==> config.mk <==
export PLATFORM = sky130hd
export DESIGN_NAME = ps2_keycode_rx_flat
export DESIGN_NICKNAME = d
export VERILOG_FILES = /design/src/rtl/ps2_keycode_rx_if.sv /design/src/rtl/ps2_keycode_rx.sv /design/src/flat_wrapper.sv
export SDC_FILE = /design/constraint.sdc
export NUM_CORES = 1
export LEC_CHECK = 0
export CORE_ASPECT_RATIO = 2
export CORE_MARGIN = 5
export CORE_UTILIZATION = 30
export CTS_BUF_LIST = sky130_fd_sc_hd__clkbuf_16
export DETAILED_ROUTE_END_ITERATION = 8
export SLEW_MARGIN = 40
export SYNTH_ARGS = -nofsm -noshare
export SYNTH_HDL_FRONTEND = slang
export SYNTH_SLANG_ARGS = --single-unit
==> constraint.sdc <==
create_clock -name Clk -period 8.2 [get_ports Clk]
set_input_delay 1.64 -clock Clk [delete_from_list [all_inputs] [get_ports Clk]]
set_output_delay 1.64 -clock Clk [all_outputs]
set_load 0.01 [all_outputs]
==> src/rtl/ps2_keycode_rx_if.sv <==
//==============================================================================
// Module      : ps2_keycode_rx_if
// Description : Bundle of the PS/2 keyboard pins and the keycode receiver
//               results.
//               master : drives the PS/2 pins and observes the results
//                        (board side / testbench).
//               slave  : the receiver samples the pins and drives the
//                        results.
//               Signals:
//                 PS2_CLK    1  keyboard clock, asynchronous, idle high
//                 PS2_DAT    1  keyboard data, asynchronous
//                 keycode    8  HID code of the selected held direction key
//                 byte_valid 1  one-cycle pulse, good frame received
//                 scan_byte  8  last good raw scancode byte
//                 frame_err  1  one-cycle pulse, framing/parity/timeout error
// Revision    : 1.0 - initial release
//==============================================================================
`default_nettype none

interface ps2_keycode_rx_if;
  logic       PS2_CLK;
  logic       PS2_DAT;
  logic [7:0] keycode;
  logic       byte_valid;
  logic [7:0] scan_byte;
  logic       frame_err;

  modport master (
    output PS2_CLK, PS2_DAT,
    input  keycode, byte_valid, scan_byte, frame_err
  );

  modport slave (
    input  PS2_CLK, PS2_DAT,
    output keycode, byte_valid, scan_byte, frame_err
  );
endinterface

`default_nettype wire

==> src/rtl/ps2_keycode_rx.sv <==
//==============================================================================
// Module      : ps2_keycode_rx
// Description : PS/2 keyboard receiver (scancode set 2) producing the held
//               HID direction keycode: 04 left, 1A up, 07 right, 16 down,
//               00 none. WASD and the arrow keys map to the same codes.
//               Ports:
//                 Clk    in  system clock (50 MHz)
//                 Reset  in  synchronous, active-high
//                 bus    ps2_keycode_rx_if.slave (pins in, results out)
//               Parameters:
//                 FILTER_LEN     consecutive samples to accept a PS2_CLK edge
//                 TIMEOUT_CYCLES idle cycles mid-frame before abort
//               Build option:
//                 PS2_PARITY_CHECK_EN  defined   -> odd parity enforced
//                                      undefined -> parity bit ignored
// Revision    : 1.0 - initial release
//==============================================================================
`default_nettype none

module ps2_keycode_rx #(
  parameter int FILTER_LEN     = 4,
  parameter int TIMEOUT_CYCLES = 50000
) (
  input  logic                  Clk,
  input  logic                  Reset,
  ps2_keycode_rx_if.slave       bus
);

  localparam int FW = (FILTER_LEN > 1) ? $clog2(FILTER_LEN) : 1;
  localparam int TW = $clog2(TIMEOUT_CYCLES + 1);

  typedef enum logic [1:0] {RX_IDLE, RX_DATA, RX_PARITY, RX_STOP} rx_state_t;
  typedef enum logic [1:0] {D_IDLE, D_EXT, D_BRK, D_EXTBRK} dec_state_t;

  // ---------------------------------------------------------------------------
  // Synchronisers and PS2_CLK glitch filter
  // ---------------------------------------------------------------------------
  logic          clk_meta_q, clk_sync_q, dat_meta_q, dat_sync_q;
  logic          filt_q;
  logic [FW-1:0] filt_cnt_q;
  logic          filt_accept;
  logic          clk_fall;

  // A new level is taken only after FILTER_LEN consecutive samples disagree
  // with the filtered level.
  assign filt_accept = (clk_sync_q != filt_q) && (filt_cnt_q == FW'(FILTER_LEN - 1));
  assign clk_fall    = filt_accept && !clk_sync_q;

  always_ff @(posedge Clk) begin
    if (Reset) begin
      clk_meta_q <= 1'b1;
      clk_sync_q <= 1'b1;
      dat_meta_q <= 1'b1;
      dat_sync_q <= 1'b1;
      filt_q     <= 1'b1;
      filt_cnt_q <= '0;
    end else begin
      clk_meta_q <= bus.PS2_CLK;
      clk_sync_q <= clk_meta_q;
      dat_meta_q <= bus.PS2_DAT;
      dat_sync_q <= dat_meta_q;
      if (clk_sync_q == filt_q) begin
        filt_cnt_q <= '0;
      end else if (filt_accept) begin
        filt_q     <= clk_sync_q;
        filt_cnt_q <= '0;
      end else begin
        filt_cnt_q <= filt_cnt_q + FW'(1);
      end
    end
  end

  // ---------------------------------------------------------------------------
  // Frame FSM
  // ---------------------------------------------------------------------------
  rx_state_t     rx_state_q, rx_state_d;
  logic [2:0]    bit_cnt_q, bit_cnt_d;
  logic [7:0]    shift_q, shift_d;
  logic [TW-1:0] tmo_q, tmo_d;
  logic          byte_valid_q, byte_valid_d;
  logic [7:0]    scan_byte_q, scan_byte_d;
  logic          frame_err_q, frame_err_d;
  logic          par_ok;

`ifdef PS2_PARITY_CHECK_EN
  logic par_q, par_d;
  assign par_ok = ^{shift_q, par_q};   // data + parity must have odd weight
`else
  assign par_ok = 1'b1;
`endif

  always_ff @(posedge Clk) begin
    if (Reset) begin
      rx_state_q   <= RX_IDLE;
      bit_cnt_q    <= '0;
      shift_q      <= '0;
      tmo_q        <= '0;
      byte_valid_q <= 1'b0;
      scan_byte_q  <= '0;
      frame_err_q  <= 1'b0;
`ifdef PS2_PARITY_CHECK_EN
      par_q        <= 1'b0;
`endif
    end else begin
      rx_state_q   <= rx_state_d;
      bit_cnt_q    <= bit_cnt_d;
      shift_q      <= shift_d;
      tmo_q        <= tmo_d;
      byte_valid_q <= byte_valid_d;
      scan_byte_q  <= scan_byte_d;
      frame_err_q  <= frame_err_d;
`ifdef PS2_PARITY_CHECK_EN
      par_q        <= par_d;
`endif
    end
  end

  always_comb begin
    rx_state_d   = rx_state_q;
    bit_cnt_d    = bit_cnt_q;
    shift_d      = shift_q;
    byte_valid_d = 1'b0;
    scan_byte_d  = scan_byte_q;
    frame_err_d  = 1'b0;
`ifdef PS2_PARITY_CHECK_EN
    par_d        = par_q;
`endif
    tmo_d = ((rx_state_q == RX_IDLE) || clk_fall) ? '0 : tmo_q + TW'(1);

    case (rx_state_q)
      RX_IDLE: begin
        // A fall with data high is not a start bit; it is simply ignored.
        if (clk_fall && !dat_sync_q) begin
          rx_state_d = RX_DATA;
          bit_cnt_d  = 3'd0;
        end
      end
      RX_DATA: begin
        if (clk_fall) begin
          shift_d   = {dat_sync_q, shift_q[7:1]};
          bit_cnt_d = bit_cnt_q + 3'd1;
          if (bit_cnt_q == 3'd7) rx_state_d = RX_PARITY;
        end
      end
      RX_PARITY: begin
        if (clk_fall) begin
`ifdef PS2_PARITY_CHECK_EN
          par_d = dat_sync_q;
`endif
          rx_state_d = RX_STOP;
        end
      end
      RX_STOP: begin
        if (clk_fall) begin
          rx_state_d = RX_IDLE;
          if (dat_sync_q && par_ok) begin
            byte_valid_d = 1'b1;
            scan_byte_d  = shift_q;
          end else begin
            frame_err_d = 1'b1;
          end
        end
      end
      default: rx_state_d = RX_IDLE;
    endcase

    // A stalled frame is abandoned; the partial byte is never published.
    if ((rx_state_q != RX_IDLE) && (tmo_q == TW'(TIMEOUT_CYCLES))) begin
      rx_state_d   = RX_IDLE;
      tmo_d        = '0;
      frame_err_d  = 1'b1;
      byte_valid_d = 1'b0;
    end
  end

  // ---------------------------------------------------------------------------
  // Decode FSM, held mask and keycode selection
  // ---------------------------------------------------------------------------
  dec_state_t dec_state_q, dec_state_d;
  logic [3:0] held_q, held_d;        // bit 0 L, 1 U, 2 R, 3 D
  logic [1:0] last_q, last_d;
  logic [7:0] keycode_q, keycode_d;
  logic       do_make, do_break, is_ext;
  logic [2:0] hit;                   // {mapped, index}

  function automatic logic [2:0] lookup(input logic [7:0] code, input logic ext);
    lookup = 3'b000;
    if (!ext) begin
      case (code)
        8'h1C:   lookup = 3'b100;
        8'h1D:   lookup = 3'b101;
        8'h23:   lookup = 3'b110;
        8'h1B:   lookup = 3'b111;
        default: lookup = 3'b000;
      endcase
    end else begin
      case (code)
        8'h6B:   lookup = 3'b100;
        8'h75:   lookup = 3'b101;
        8'h74:   lookup = 3'b110;
        8'h72:   lookup = 3'b111;
        default: lookup = 3'b000;
      endcase
    end
  endfunction

  function automatic logic [7:0] hid(input logic [1:0] idx);
    case (idx)
      2'd0:    hid = 8'h04;
      2'd1:    hid = 8'h1A;
      2'd2:    hid = 8'h07;
      default: hid = 8'h16;
    endcase
  endfunction

  always_ff @(posedge Clk) begin
    if (Reset) begin
      dec_state_q <= D_IDLE;
      held_q      <= '0;
      last_q      <= '0;
      keycode_q   <= '0;
    end else begin
      dec_state_q <= dec_state_d;
      held_q      <= held_d;
      last_q      <= last_d;
      keycode_q   <= keycode_d;
    end
  end

  always_comb begin
    dec_state_d = dec_state_q;
    held_d      = held_q;
    last_d      = last_q;
    do_make     = 1'b0;
    do_break    = 1'b0;
    is_ext      = 1'b0;

    if (byte_valid_q) begin
      case (dec_state_q)
        D_IDLE: begin
          if (scan_byte_q == 8'hE0)      dec_state_d = D_EXT;
          else if (scan_byte_q == 8'hF0) dec_state_d = D_BRK;
          else                           do_make     = 1'b1;
        end
        D_EXT: begin
          if (scan_byte_q == 8'hF0) begin
            dec_state_d = D_EXTBRK;
          end else if (scan_byte_q != 8'hE0) begin
            do_make     = 1'b1;
            is_ext      = 1'b1;
            dec_state_d = D_IDLE;
          end
        end
        D_BRK: begin
          if (scan_byte_q != 8'hF0) begin
            do_break    = 1'b1;
            dec_state_d = D_IDLE;
          end
        end
        default: begin
          if ((scan_byte_q != 8'hE0) && (scan_byte_q != 8'hF0)) begin
            do_break    = 1'b1;
            is_ext      = 1'b1;
            dec_state_d = D_IDLE;
          end
        end
      endcase
    end

    hit = lookup(scan_byte_q, is_ext);
    if (hit[2] && do_make) begin
      held_d[hit[1:0]] = 1'b1;
      last_d           = hit[1:0];
    end
    if (hit[2] && do_break) held_d[hit[1:0]] = 1'b0;

    // "last" released: fall back to the lowest-index key still held.
    if (!held_d[last_d]) begin
      casez (held_d)
        4'b???1: last_d = 2'd0;
        4'b??10: last_d = 2'd1;
        4'b?100: last_d = 2'd2;
        4'b1000: last_d = 2'd3;
        default: last_d = last_d;
      endcase
    end

    keycode_d = held_d[last_d] ? hid(last_d) : 8'h00;
  end

  assign bus.keycode    = keycode_q;
  assign bus.byte_valid = byte_valid_q;
  assign bus.scan_byte  = scan_byte_q;
  assign bus.frame_err  = frame_err_q;

endmodule

`default_nettype wire

==> src/flat_wrapper.sv <==
// flat-port wrapper written by rule: the top's interface ports become plain ports
module ps2_keycode_rx_flat 
#(
  parameter int FILTER_LEN     = 4,
  parameter int TIMEOUT_CYCLES = 50000
)
  (Clk, Reset, bus_PS2_CLK, bus_PS2_DAT, bus_keycode, bus_byte_valid, bus_scan_byte, bus_frame_err);
  ps2_keycode_rx_if bus_i ();
  input  logic Clk;
  input  logic Reset;
  input wire logic [$bits(bus_i.PS2_CLK)-1:0] bus_PS2_CLK;
  input wire logic [$bits(bus_i.PS2_DAT)-1:0] bus_PS2_DAT;
  output wire logic [$bits(bus_i.keycode)-1:0] bus_keycode;
  output wire logic [$bits(bus_i.byte_valid)-1:0] bus_byte_valid;
  output wire logic [$bits(bus_i.scan_byte)-1:0] bus_scan_byte;
  output wire logic [$bits(bus_i.frame_err)-1:0] bus_frame_err;
  assign bus_i.PS2_CLK = bus_PS2_CLK;
  assign bus_i.PS2_DAT = bus_PS2_DAT;
  assign bus_keycode = bus_i.keycode;
  assign bus_byte_valid = bus_i.byte_valid;
  assign bus_scan_byte = bus_i.scan_byte;
  assign bus_frame_err = bus_i.frame_err;
  ps2_keycode_rx #(.FILTER_LEN(FILTER_LEN), .TIMEOUT_CYCLES(TIMEOUT_CYCLES)) u_core (.Clk(Clk), .Reset(Reset), .bus(bus_i));
endmodule
# Yosys cells after proc, flatten, opt, wreduce, memory -nomap -nowiden
# Cells that the tools add are included.
[word_totals]
ramBits = 0
regBits = 62
output_inout_bits = 18
latchBits = 0
mem_count = 0
in_bits = 4
romBits = 0
[classes]
reduce_logical = 30
bitwise_logic = 7
div_mod_pow = 0
eq_ne = 35
shifts = 0
muxes = 48
n_addsub = 3
magnitude_cmp = 4
n_mul = 0
[op_table]
columns = ["operator", "n"]
rows = [
  ["equality test 8 x 7 -> 1 bit (second input constant)", 4],
  ["2-to-1 mux 2 bit", 13],
  ["equality test 8 x 5 -> 1 bit (second input constant)", 3],
  ["one-hot mux 3 bit (4 select lines)", 2],
  ["2-to-1 mux 1 bit", 17],
  ["adder 16 x 1 -> 16 bit (second input constant)", 1],
  ["equality test 16 bit (second input constant)", 1],
  ["equality test 8 bit (second input constant)", 2],
  ["inequality test 8 bit (second input constant)", 2],
  ["one-hot mux 2 bit (4 select lines)", 2],
  ["one-hot mux 5 bit (3 select lines)", 1],
  ["equality test 2 bit (second input constant)", 6],
  ["inequality test 2 x 1 -> 1 bit (second input constant)", 5],
  ["AND reduction 5 bit", 2],
  ["< comparator 2 x 3 -> 1 bit (second input constant)", 3],
  ["2-to-1 mux 3 bit", 3],
  ["equality test 8 x 6 -> 1 bit (second input constant)", 1],
  ["logical AND 1 bit", 8],
  ["2-to-1 mux 4 bit", 2],
  ["OR reduction 2 bit", 4],
  ["equality test 2 x 1 -> 1 bit (second input constant)", 3],
  ["equality test 3 bit (second input constant)", 2],
  ["zero test 2 bit", 3],
  ["inequality test 3 x 1 -> 1 bit (second input constant)", 2],
  ["other kinds (24)", 35],
]

# Logic depth before layout (Yosys ltp)
# Gate-level depths: netlist of the first run.
[depth]
depth_word = 21
mapped_depth = 10

# Worst setup path before layout of the first run
# OpenSTA, ideal clock, no wires.
[synth_path]
path_type = "register to register"
from = "reg u_core.scan_byte_q[1] (netlist: u_core.bus.scan_byte[1])"
to = "reg u_core.keycode_q[2] (netlist: u_core.bus.keycode[2])"
setup_slack_ps = 5484
arrival_time_ps = 2628
t_required_ps = 8112
stages_incl_launch_ff = 11
path_cell_list = "dfxtp_1 > buf_6 > or3b_1 > a211o_1 > and2_0 > a32o_1 > and3_4 > nor3_1 > o31ai_1 > or3_4 > a311oi_2"
[synth_between]
elab_chain_len = 21
elab_cells_between_ends = 56
cone_classes = "order compare (2); eq/ne (17); mux (27); bitwise (4); reduce/logical (6)"
[synth_rtl]
columns = ["item", "line_no", "text"]
rows = [
  ["start: declaration", "ps2_keycode_rx.sv:81", "logic [7:0] scan_byte_q, scan_byte_d;"],
  ["start signal: assignment", "ps2_keycode_rx.sv:110", "scan_byte_q <= scan_byte_d;"],
  ["inequality test 8 bit (on tied branches)", "ps2_keycode_rx.sv:248, ps2_keycode_rx.sv:261, ps2_keycode_rx.sv:255", ""],
  ["2-to-1 mux 1 bit or logical AND 1 bit (tied branches)", "ps2_keycode_rx.sv:248, ps2_keycode_rx.sv:261", ""],
  ["2-to-1 mux 1 bit (on tied branches)", "ps2_keycode_rx.sv:246, ps2_keycode_rx.sv:261", ""],
  ["one-hot mux 1 bit (2 select lines)", "ps2_keycode_rx.sv:239", "case (dec_state_q)"],
  ["2-to-1 mux 1 bit", "ps2_keycode_rx.sv:238", "if (byte_valid_q) begin"],
  ["2-to-1 mux 3 bit", "ps2_keycode_rx.sv:188", "if (!ext) begin"],
  ["< comparator 2 x 3 -> 1 bit (implied by the code) or greater-or-equal comparator 2 x 1 -> 1 bit (tied branches)", "ps2_keycode_rx.sv:272, ps2_keycode_rx.sv:275", ""],
  ["logical AND 1 bit (implied by the code)", "ps2_keycode_rx.sv:272, ps2_keycode_rx.sv:275", ""],
  ["[... 5 more ...]", "-", ""],
  ["2-to-1 mux 4 bit", "ps2_keycode_rx.sv:275", "if (hit[2] && do_break) held_d[hit[1:0]] = 1'b0;"],
  ["equality test 4 bit (tied with other cells)", "ps2_keycode_rx.sv:279", "casez (held_d)"],
  ["one-hot mux 2 bit (4 select lines) or 2-to-1 mux 1 bit (tied branches)", "ps2_keycode_rx.sv:279, ps2_keycode_rx.sv:278", ""],
  ["2-to-1 mux 2 bit", "ps2_keycode_rx.sv:278", "if (!held_d[last_d]) begin"],
  ["binary-select mux 1 bit (select 2 bit)", "ps2_keycode_rx.sv:288", "keycode_d = held_d[last_d] ? hid(last_d) : 8'h00;"],
  ["2-to-1 mux 1 bit (implied by the code)", "ps2_keycode_rx.sv:288", ""],
  ["inverter 1 bit (no source line)", "-", ""],
  ["OR reduction 2 bit (no source line)", "-", ""],
  ["end signal: assignment", "ps2_keycode_rx.sv:226", "keycode_q <= keycode_d;"],
  ["end: declaration", "ps2_keycode_rx.sv:182", "logic [7:0] keycode_q, keycode_d;"],
]
# Parallel ways exist; a longest one is shown, timed or not. The select of a mux whose other input is x is not followed.
# A chain may end at the register's enable or synchronous reset.

# Worst setup path in the final report of the first run
[layout_path]
from = "reg u_core.scan_byte_q[4] (netlist: u_core.bus.scan_byte[4])"
to = "out bus_scan_byte[4]"
[layout_rtl]
columns = ["item", "line_no", "text"]
rows = [
  ["end: declaration", "flat_wrapper.sv:15", "output wire logic [$bits(bus_i.scan_byte)-1:0] bus_scan_byte;"],
]
# No word-level cell between the ends.

==> impl_metrics.json, run 1 <==
{
  "worstSetupPathType": "flip-flop to output pin",
  "numCtsBuffers": 9,
  "worstSetupStartpointType": "flip-flop",
  "worstMarginPinSlew_ps": 537,
  "multi_input_area_um2": 1630,
  "synth_enable_flop_cells": 0,
  "grtUsageMet3": 0.0277,
  "wl_per_cell_um": 12.4,
  "worstSetupEndpointType": "output pin",
  "start_util": 0.303,
  "io_buffer_count": 18,
  "timing.max_cap.violations": 0,
  "cts_resized": 0,
  "grt-ovfl-total": 0,
  "die_x_um": 79.7,
  "cts_root_buf": "clkbuf_16",
  "hold_buffers": 0,
  "vias_per_cell": 4.82,
  "grt_usage": 0.113,
  "powerDensity_nw_per_um2": 190,
  "async_reset_ff_frac": 0,
  "rsz0062_at_grt": "no",
  "seq_area_frac_synth": 0.405,
  "fin_worst_skew_ps": 4.04,
  "syn_inst": 332,
  "cp_top_family": "buffers and inverters",
  "fillerInstances": 988,
  "synth-compound-area-share": 0.144,
  "antenna_found_initial": 0,
  "clk_latency_ps": 320,
  "crit_chain": "clkdlybuf4s50_1",
  "cts_sinks": 59,
  "synth_top_family_by_area": "simple AND/OR/NAND/NOR gates",
  "slowest_stage": "clkdlybuf4s50_1",
  "yosys.area_share.adder": 0.0386,
  "grt_pass1_wl_um": 10600,
  "dieArea_um2": 11900,
  "busiest_layer": "met2",
  "num_vias": 2357,
  "drive_above_1_share": 0.112,
  "tritoncts": "yes",
  "ir_worst_vdd_mv": 0.145,
  "required_ps": 6560,
  "clockBufferDepth": 2,
  "dieHeight_um": 149,
  "ant_nets": 0,
  "fp-row-count": 51,
  "gp_congestion": 0.814,
  "drc": 0,
  "synth_top_area_frac": 0.405,
  "final_nets": 365,
  "post-dp-hpwl_um": 4620,
  "synthTopCellsByArea": "dfxtp_1 41%, nor2_1 7.0%, nand2_1 4.1%, ha_1 3.9%, xnor2_1 3.6%",
  "synth_cell_types": 67,
  "grt_max_degree": 39,
  "grt_pass1_vias": 2400,
  "antenna_cells": 0,
  "firstDrtPassIters": 4,
  "grt_use_met2": 0.213,
  "synthXorXnorAreaFrac": 0.0481,
  "regArea_um2": 1180,
  "fin_setup_tns_ps": 0,
  "syn_area_um2": 2920,
  "drt-initial-drc-count": 147,
  "cts_setup_buffers": 0,
  "finalCritPeriodShare": 0.379,
  "met1_usage": 0.105,
  "max_slew_margin": 0.641,
  "path_clk_slew_ps": 50,
  "htree_levels": 3,
  "synthMuxAreaShare": 0.0605,
  "max_stage_delay_ps": 610,
  "synth_ff_type": "dfxtp_1",
  "wl_um": 6080,
  "final_util": 0.363,
  "ys_warn_count": 0,
  "cp_data_arrival_time_ps": 1470,
  "syn_area_per_cell_um2": 8.78,
  "finalMaxSlewViolations": 0,
  "hold_violations": 0,
  "cp_max_fo": 9,
  "core_um2": 9640,
  "power_leakage_nw": 1.24,
  "yosysTopAreaCell": "dfxtp_1",
  "outcome": "complete, no violations",
  "ys_ff_latch": 59,
  "crit_buf_inv": 1,
  "synth_simple_gate_area_frac": 0.263,
  "ios": 22,
  "setup_violations": 0,
  "period_minus_slack_ps": 3110,
  "hold_class": "flip-flop to flip-flop",
  "power_uw": 664,
  "max_freq_mhz": 322,
  "area_delta_synth_final_pct": 20.0
}
cells in the mapped netlist (3+ instances only):
cell        n
xor2_1      4
nand3_1    11
and2_1      3
nor2_1     54
a2bb2oi_1   3
nand2_1    32
mux2i_1    10
and3_1      4
nand3b_1    5
ha_1        9
nor3_1      8
clkbuf_1    6
inv_1      12
o21bai_1    3
a211oi_1    5
nor3b_1     3
dfxtp_1    59
o21ai_0     8
buf_4       3
or2_2       4
nor2b_1     6
xnor2_1    12
a21oi_1    13
cells by family (layout without fill, tap and decap cells):
kind of cell,count (synthesis),count (layout)
buffers and inverters,24,47
xor gates and xnor gates,16,16
muxes,15,15
AOI/OAI and AO/OA,55,55
adders and majority gates,9,9
other,1,3
DFF,59,59
and+or+nand+nor,153,153
per-layer routing:
layer,up-vias,routed length (um)
met1,1117,2190
met3,19,186
met4,0,242
li1,1181,-
met2,40,3470
met5,-,0
area by class of cell:
cell class | instances | share of cell area
clock buffer | 9 | 0.0644
tap | 132 | 0.0472
timing repair buffer | 19 | 0.0536
clock inverter | 7 | 0.0197
multi-input combinational | 251 | 0.465
sequential | 59 | 0.338
inverter | 12 | 0.0129
layout by cell type, fill, tap and decap left out, types with 3 or more instances in the layout:
cell type,netlist,layout
nor3_1,8,8
xnor2_1,12,12
nor2b_1,6,6
clkbuf_16,0,9
inv_1,12,12
ha_1,9,9
or2_2,4,4
and2_1,3,3
a211oi_1,5,5
o21ai_0,8,8
a2bb2oi_1,3,3
and3_1,4,4
conb_1,1,3
a21oi_1,13,13
mux2i_1,10,10
xor2_1,4,4
clkinv_2,0,3
nor3b_1,3,3
clkdlybuf4s50_1,0,18
nand3b_1,5,5
nor2_1,54,54
nand3_1,11,11
o21bai_1,3,3
dfxtp_1,59,59
nand2_1,32,32
report_power, final:
| group | total, mW | internal [mW] | switching, mW |
|---|---|---|---|
| Sequential | 0.290 | 0.289 | 0.00137 |
| Clock | 0.359 | 0.233 | 0.126 |
| Combinational | 0.0153 | 0.00565 | 0.00961 |
| Total | 0.664 | 0.528 | 0.136 |
state kept, by name, indices dropped and copies added (netlist names):
register,cells
u_core.tmo_q,16
u_core.bus.scan_byte,8
u_core.shift_q,8
u_core.bus.keycode,5
u_core.held_q,4
u_core.bit_cnt_q,3
u_core.dec_state_q,2
u_core.filt_cnt_q,2
u_core.last_q,2
u_core.rx_state_q,2
u_core.bus.byte_valid,1
u_core.bus.frame_err,1
u_core.clk_meta_q,1
u_core.clk_sync_q,1
u_core.dat_meta_q,1
u_core.dat_sync_q,1
u_core.filt_q,1
final timing paths:
check,start,to,slack [ps],cells past startpoint
max,u_core.bus.scan_byte[4]$_SDFFE_PP0P_,bus_scan_byte[4],5090,1
min,u_core.clk_meta_q$_SDFF_PP1_,u_core.clk_sync_q$_SDFF_PP1_,410,1
max reg2reg,u_core.bus.scan_byte[4]$_SDFFE_PP0P_,u_core.bus.keycode[2]$_SDFF_PP0_,5180,9
min reg2reg,u_core.clk_meta_q$_SDFF_PP1_,u_core.clk_sync_q$_SDFF_PP1_,410,1
per-stage QoR:
stage	cells	hold WS [ps]	setup slack (ps)	instance area, um2
floorplan	334	389	5480	2920
detailed placement	473	393	4790	3200
CTS	489	407	5070	3500
global placement	473	392	4820	3200
finish	489	406	5090	3500
global route	489	414	4810	3500
(Power assumes the default switching activity.)
==> inputs of run 2 (changes only) <==
==> constraint.sdc (replaced) <==
create_clock -name Clk -period 3.05 [get_ports Clk]
set_input_delay 0.61 -clock Clk [delete_from_list [all_inputs] [get_ports Clk]]
set_output_delay 0.61 -clock Clk [all_outputs]
set_load 0.01 [all_outputs]
==> run 2 against run 1 <==
- first-iteration DRC count shrank 24%
- count of clock-buffer cells in the layout is the same
- power grew to 2.7 times the previous value
- critical path depth grew 8
- cell count grew 0.82%
- clock power grew to 2.8 times the previous value
- combinational power grew to 2.7 times the previous value
- highest routed layer unchanged
==> impl_metrics.json, run 2 (synthesis gave the netlist of run 1 again) <==
{
  "outcome": "complete, no violations",
  "max_slew_margin": 0.639,
  "grt_pass1_wl_um": 10600,
  "vias_per_cell": 4.79,
  "dieArea_um2": 11900,
  "path_clk_slew_ps": 50,
  "drive_above_1_share": 0.130,
  "slowest_stage": "dfxtp_1",
  "cts_sinks": 59,
  "fin_setup_tns_ps": 0,
  "path_depth": 9,
  "wl_um": 6030,
  "firstDrtPassIters": 4,
  "post-dp-hpwl_um": 4580,
  "fin_cells": 493,
  "r2r_cells": 9,
  "start_util": 0.303,
  "crit_chain": "or3b_1 -> a211o_1 -> and2_0 -> a32o_1 -> and3_4 -> nor3_1 -> o31ai_2 -> or3_4 -> a311oi_2",
  "ios": 22,
  "clockBufferDepth": 2,
  "fillerInstances": 988,
  "finalMaxSlewViolations": 0,
  "critPathCapture": "u_core.bus.keycode[2]$_SDFF_PP0_",
  "dieHeight_um": 149,
  "layout_common_cells": "57 x dfxtp_1, 54 x nor2_1, 32 x nand2_1",
  "top_register": "u_core.tmo_q",
  "ir_worst_vdd_mv": 0.515,
  "core_um2": 9640,
  "grt_max_degree": 38,
  "finalCritPeriodShare": 0.952,
  "numCtsBuffers": 9,
  "grt_pass1_vias": 2392,
  "ff2ff_setup_slack_ps": 150,
  "area_delta_synth_final_pct": 21.8,
  "period_minus_slack_ps": 2900,
  "final_nets": 369,
  "hold_buffers": 0,
  "worstSetupStartpointType": "flip-flop",
  "crit_buf_inv": 0,
  "worstSetupEndpointType": "flip-flop",
  "antenna_found_initial": 0,
  "cts_setup_buffers": 0,
  "cp_max_fo": 10,
  "mostFrequentLayoutCell": "dfxtp_1",
  "largest_reg_flops": 16,
  "htree_levels": 3,
  "hold_violations": 0,
  "clk_latency_ps": 340,
  "powerDensity_nw_per_um2": 513,
  "cp-startpoint": "u_core.bus.scan_byte[1]$_SDFFE_PP0P_",
  "worstSetupPathType": "flip-flop to flip-flop",
  "hold_start": "u_core.dat_meta_q$_SDFF_PP1_",
  "multi_input_area_um2": 1640,
  "cts_root_buf": "clkbuf_16",
  "max_freq_mhz": 344,
  "max_stage_delay_ps": 460,
  "drt-initial-drc-count": 111,
  "cts_resized": 0,
  "io_buffer_count": 18,
  "grt_usage": 0.115,
  "setup_violations": 0,
  "cp_data_arrival_time_ps": 3140,
  "power_leakage_nw": 1.26,
  "die_x_um": 79.7,
  "required_ps": 3290,
  "hold_class": "flip-flop to flip-flop",
  "grt-ovfl-total": 0,
  "fp-row-count": 51,
  "gp_congestion": 0.870,
  "wl_per_cell_um": 12.2,
  "antenna_cells": 0,
  "timing.rr.end": "u_core.bus.keycode[2]$_SDFF_PP0_",
  "dp_cells": 477,
  "place_area_um2": 3230,
  "tritoncts": "yes",
  "regArea_um2": 1180,
  "rsz0062_at_grt": "no",
  "rr_startpoint": "u_core.bus.scan_byte[1]$_SDFFE_PP0P_",
  "cp_top_family": "simple AND/OR/NAND/NOR gates",
  "final_area_um2": 3550,
  "num_vias": 2360,
  "ant_nets": 0,
  "drc": 0,
  "fin_worst_skew_ps": 12.3,
  "timing.max_cap.violations": 0,
  "worstMarginPinSlew_ps": 540
}
-- run 2: cell count changes in the layout (fill, tap and decap cells not counted) --
| cell | delta |
|---|---|
| clkinvlp_4 | +1 |
| o31ai_1 | -1 |
| dfxtp_1 | -2 |
| buf_4 | +4 |
| dfxtp_2 | +2 |
| o31ai_2 | +1 |
| mux2i_4 | +1 |
| mux2i_2 | -1 |
| inv_6 | +2 |
| clkinv_2 | -2 |
| clkinv_4 | -1 |
-- run 2: per-stage QoR --
| stage | power (mW) | worst slack, ps | util | hold WS, ps |
|---|---|---|---|---|
| after floorplan | 0.829 | 334 | - | 389 |
| after global placement | 0.837 | 161 | 0.336 | 394 |
| after detailed placement | 0.838 | 132 | 0.336 | 394 |
| after CTS | 1.86 | 118 | 0.367 | 406 |
| after global routing | 1.90 | 4.14 | 0.369 | 422 |
| final | 1.82 | 145 | 0.369 | 404 |
-- run 2: how the worst min path moves through the flow --
stage | cells after the start | slack, ps | to
after CTS | 1 | 410 | u_core.dat_sync_q$_SDFF_PP1_
final | 1 | 400 | u_core.dat_sync_q$_SDFF_PP1_
after floorplan | 1 | 390 | u_core.clk_sync_q$_SDFF_PP1_
after detailed placement | 1 | 390 | u_core.dat_sync_q$_SDFF_PP1_
after global placement | 1 | 390 | u_core.dat_sync_q$_SDFF_PP1_
after global routing | 1 | 420 | u_core.dat_sync_q$_SDFF_PP1_
-- run 2: where the power goes --
group	switching, mW	internal [mW]
combinational	0.0257	0.0151
clock	0.367	0.635
sequential	0.00366	0.776
-- run 2: layout make-up --
type / count / area share
flip-flops and latches: 59 / 0.333
clock inverters: 7 / 0.0211
well taps: 132 / 0.0465
multi-input cells: 251 / 0.462
repair buffers: 23 / 0.0613
clock buffers: 9 / 0.0634
inverters: 12 / 0.0127
-- run 2: per-layer routing --
metal / track usage / wire [um] / vias up
li1: - / - / 1193
met1: 0.108 / 2150 / 1116
met2: 0.214 / 3500 / 40
met3: 0.0361 / 236 / 11
met4: 0.0628 / 145 / 0
met5: 0 / 0 / -
==> inputs of run 3 (changes only) <==
--- a/config.mk
+++ b/config.mk
@@ -5,11 +5,14 @@
 export SDC_FILE = /design/constraint.sdc
 export NUM_CORES = 1
 export LEC_CHECK = 0
+export CELL_PAD_IN_SITES_DETAIL_PLACEMENT = 1
+export CELL_PAD_IN_SITES_GLOBAL_PLACEMENT = 1
 export CORE_ASPECT_RATIO = 2
 export CORE_MARGIN = 5
 export CORE_UTILIZATION = 30
 export CTS_BUF_LIST = sky130_fd_sc_hd__clkbuf_16
 export DETAILED_ROUTE_END_ITERATION = 8
+export PLACE_DENSITY_LB_ADDON = 0.2
 export SLEW_MARGIN = 40
 export SYNTH_ARGS = -nofsm -noshare
 export SYNTH_HDL_FRONTEND = slang
==> run 3 against run 2 <==
- setup slack gained 42 ps
- clock power shrank 6%
- via count grew 2.5%
- register-to-register slack gained 40 ps
- fmax grew 1.5%
- first-iteration DRC count shrank 41%
- non-clock buffer count shrank 2
- die area is the same
- largest cell class unchanged
==> impl_metrics.json, run 3 (synthesis gave the netlist of run 1 again) <==
{
  "outcome": "complete, no violations",
  "cp_max_fo": 10,
  "hold_class": "flip-flop to flip-flop",
  "worstMarginPinSlew_ps": 582,
  "setup_ws_ps": 187,
  "finalCritPeriodShare": 0.939,
  "dp_slack_ps": 1.76,
  "clk_latency_ps": 320,
  "area_delta_synth_final_pct": 20.4,
  "fin_cells": 491,
  "fin_worst_skew_ps": 6.70,
  "drive_above_1_share": 0.111,
  "fillerInstances": 1142,
  "antenna_found_initial": 0,
  "max_freq_mhz": 349,
  "final_area_um2": 3510,
  "period_minus_slack_ps": 2860,
  "cp_data_arrival_time_ps": 3050,
  "ant_nets": 0,
  "vias_per_cell": 4.92,
  "slowest_stage": "dfxtp_1",
  "worstSetupPathType": "flip-flop to flip-flop",
  "crit_chain": "or3b_1 -> a211o_1 -> and2_0 -> a32o_1 -> and3_4 -> or2_1 -> a22o_1 -> a21oi_1 -> o32ai_2",
  "max_stage_delay_ps": 410,
  "ir_worst_vdd_mv": 0.311,
  "mostFrequentLayoutCell": "dfxtp_1",
  "grt-ovfl-total": 0,
  "grt_usage": 0.130,
  "drc": 0,
  "met1_usage": 0.121,
  "htree_levels": 3,
  "hold_violations": 0,
  "post-dp-hpwl_um": 5470,
  "cts_setup_buffers": 0,
  "fin_setup_tns_ps": 0,
  "timing.max_cap.violations": 0,
  "layout_common_cells": "58 x dfxtp_1, 54 x nor2_1, 32 x nand2_1",
  "antenna_cells": 0,
  "rsz0062_at_grt": "yes",
  "min_path_cells": 1,
  "grtUsageMet3": 0.0289,
  "num_vias": 2418,
  "firstDrtPassIters": 4,
  "regArea_um2": 1180,
  "finalMaxSlewViolations": 0,
  "powerDensity_nw_per_um2": 502,
  "core_um2": 9640,
  "io_buffer_count": 18,
  "ios": 22,
  "dieArea_um2": 11900,
  "max_slew_margin": 0.612,
  "place_area_um2": 3220,
  "worstSetupEndpointType": "flip-flop",
  "power_mw": 1.76,
  "setup_violations": 0,
  "grt_pass1_vias": 2510,
  "largest_reg_flops": 16,
  "cts_root_buf": "clkbuf_16",
  "grt_use_met2": 0.250,
  "multi_input_area_um2": 1640,
  "grt_max_degree": 38,
  "dp_cells": 475,
  "start_util": 0.303,
  "top_register": "u_core.tmo_q",
  "busiest_layer": "met2",
  "wl_um": 7070,
  "drt-initial-drc-count": 66,
  "power_leakage_nw": 1.27,
  "final_nets": 367,
  "dieHeight_um": 149,
  "tritoncts": "yes",
  "fp-row-count": 51,
  "grt_pass1_wl_um": 12000,
  "die_x_um": 79.7,
  "worstSetupStartpointType": "flip-flop",
  "required_ps": 3240,
  "numCtsBuffers": 9,
  "wl_per_cell_um": 14.4,
  "gp_congestion": 0.779,
  "r2r_cells": 9,
  "cts_sinks": 59,
  "path_clk_slew_ps": 50,
  "clockBufferDepth": 2
}
[run 3: cell count changes in the layout (fill, tap and decap cells not counted), sizes merged]
cell / before / now
clkinv: 1 / 2
buf: 5 / 3
inv: 14 / 16
clkinvlp: 3 / 0
[run 3: metal layers]
metal / part of all wire / up-vias
met5: 0 / -
met4: 0.038 / 0
met3: 0.027 / 18
met2: 0.58 / 28
met1: 0.36 / 1184
li1: - / 1188
[run 3: timing repair]
item / CTS / global route
hold buffers: 0 / 0
setup endpoints to repair: 2 / 5
gates resized for setup: 1 / 2
[run 3: power by group]
group          switching [mW]  internal [mW]  total, mW
combinational          0.0272         0.0152     0.0424
clock                   0.324          0.614      0.938
sequential            0.00376          0.777      0.781
[run 3: worst max-delay path, delay by kind of cell (launching register included)]
| family | cells | cell delay [ps] |
|---|---|---|
| simple gates | 4 | 1030 |
| flops | 1 | 410 |
| compound gates | 5 | 1270 |
[run 3: worst paths after layout]
path	start	endpoint	slack [ps]
worst max-delay path	u_core.bus.scan_byte[2]$_SDFFE_PP0P_	u_core.bus.keycode[1]$_SDFF_PP0_	190
worst min-delay path	u_core.clk_meta_q$_SDFF_PP1_	u_core.clk_sync_q$_SDFF_PP1_	410
worst max register to register	u_core.bus.scan_byte[2]$_SDFFE_PP0P_	u_core.bus.keycode[1]$_SDFF_PP0_	190
worst min register to register	u_core.clk_meta_q$_SDFF_PP1_	u_core.clk_sync_q$_SDFF_PP1_	410
[run 3: layout make-up]
cell class,instances,share of cell area
Sequential cell,59,0.337
Multi-Input combinational cell,251,0.466
Clock buffer,9,0.0642
Inverter,12,0.0128
Timing Repair Buffer,21,0.0578
Tap cell,132,0.0471
Clock inverter,7,0.0153
[run 3: metrics by stage]
step / util / hold slack, ps
after floorplan: - / 389
after CTS: 0.364 / 412
final: 0.364 / 407
after detailed placement: 0.334 / 400
after global routing: 0.364 / 436
after global placement: 0.334 / 394
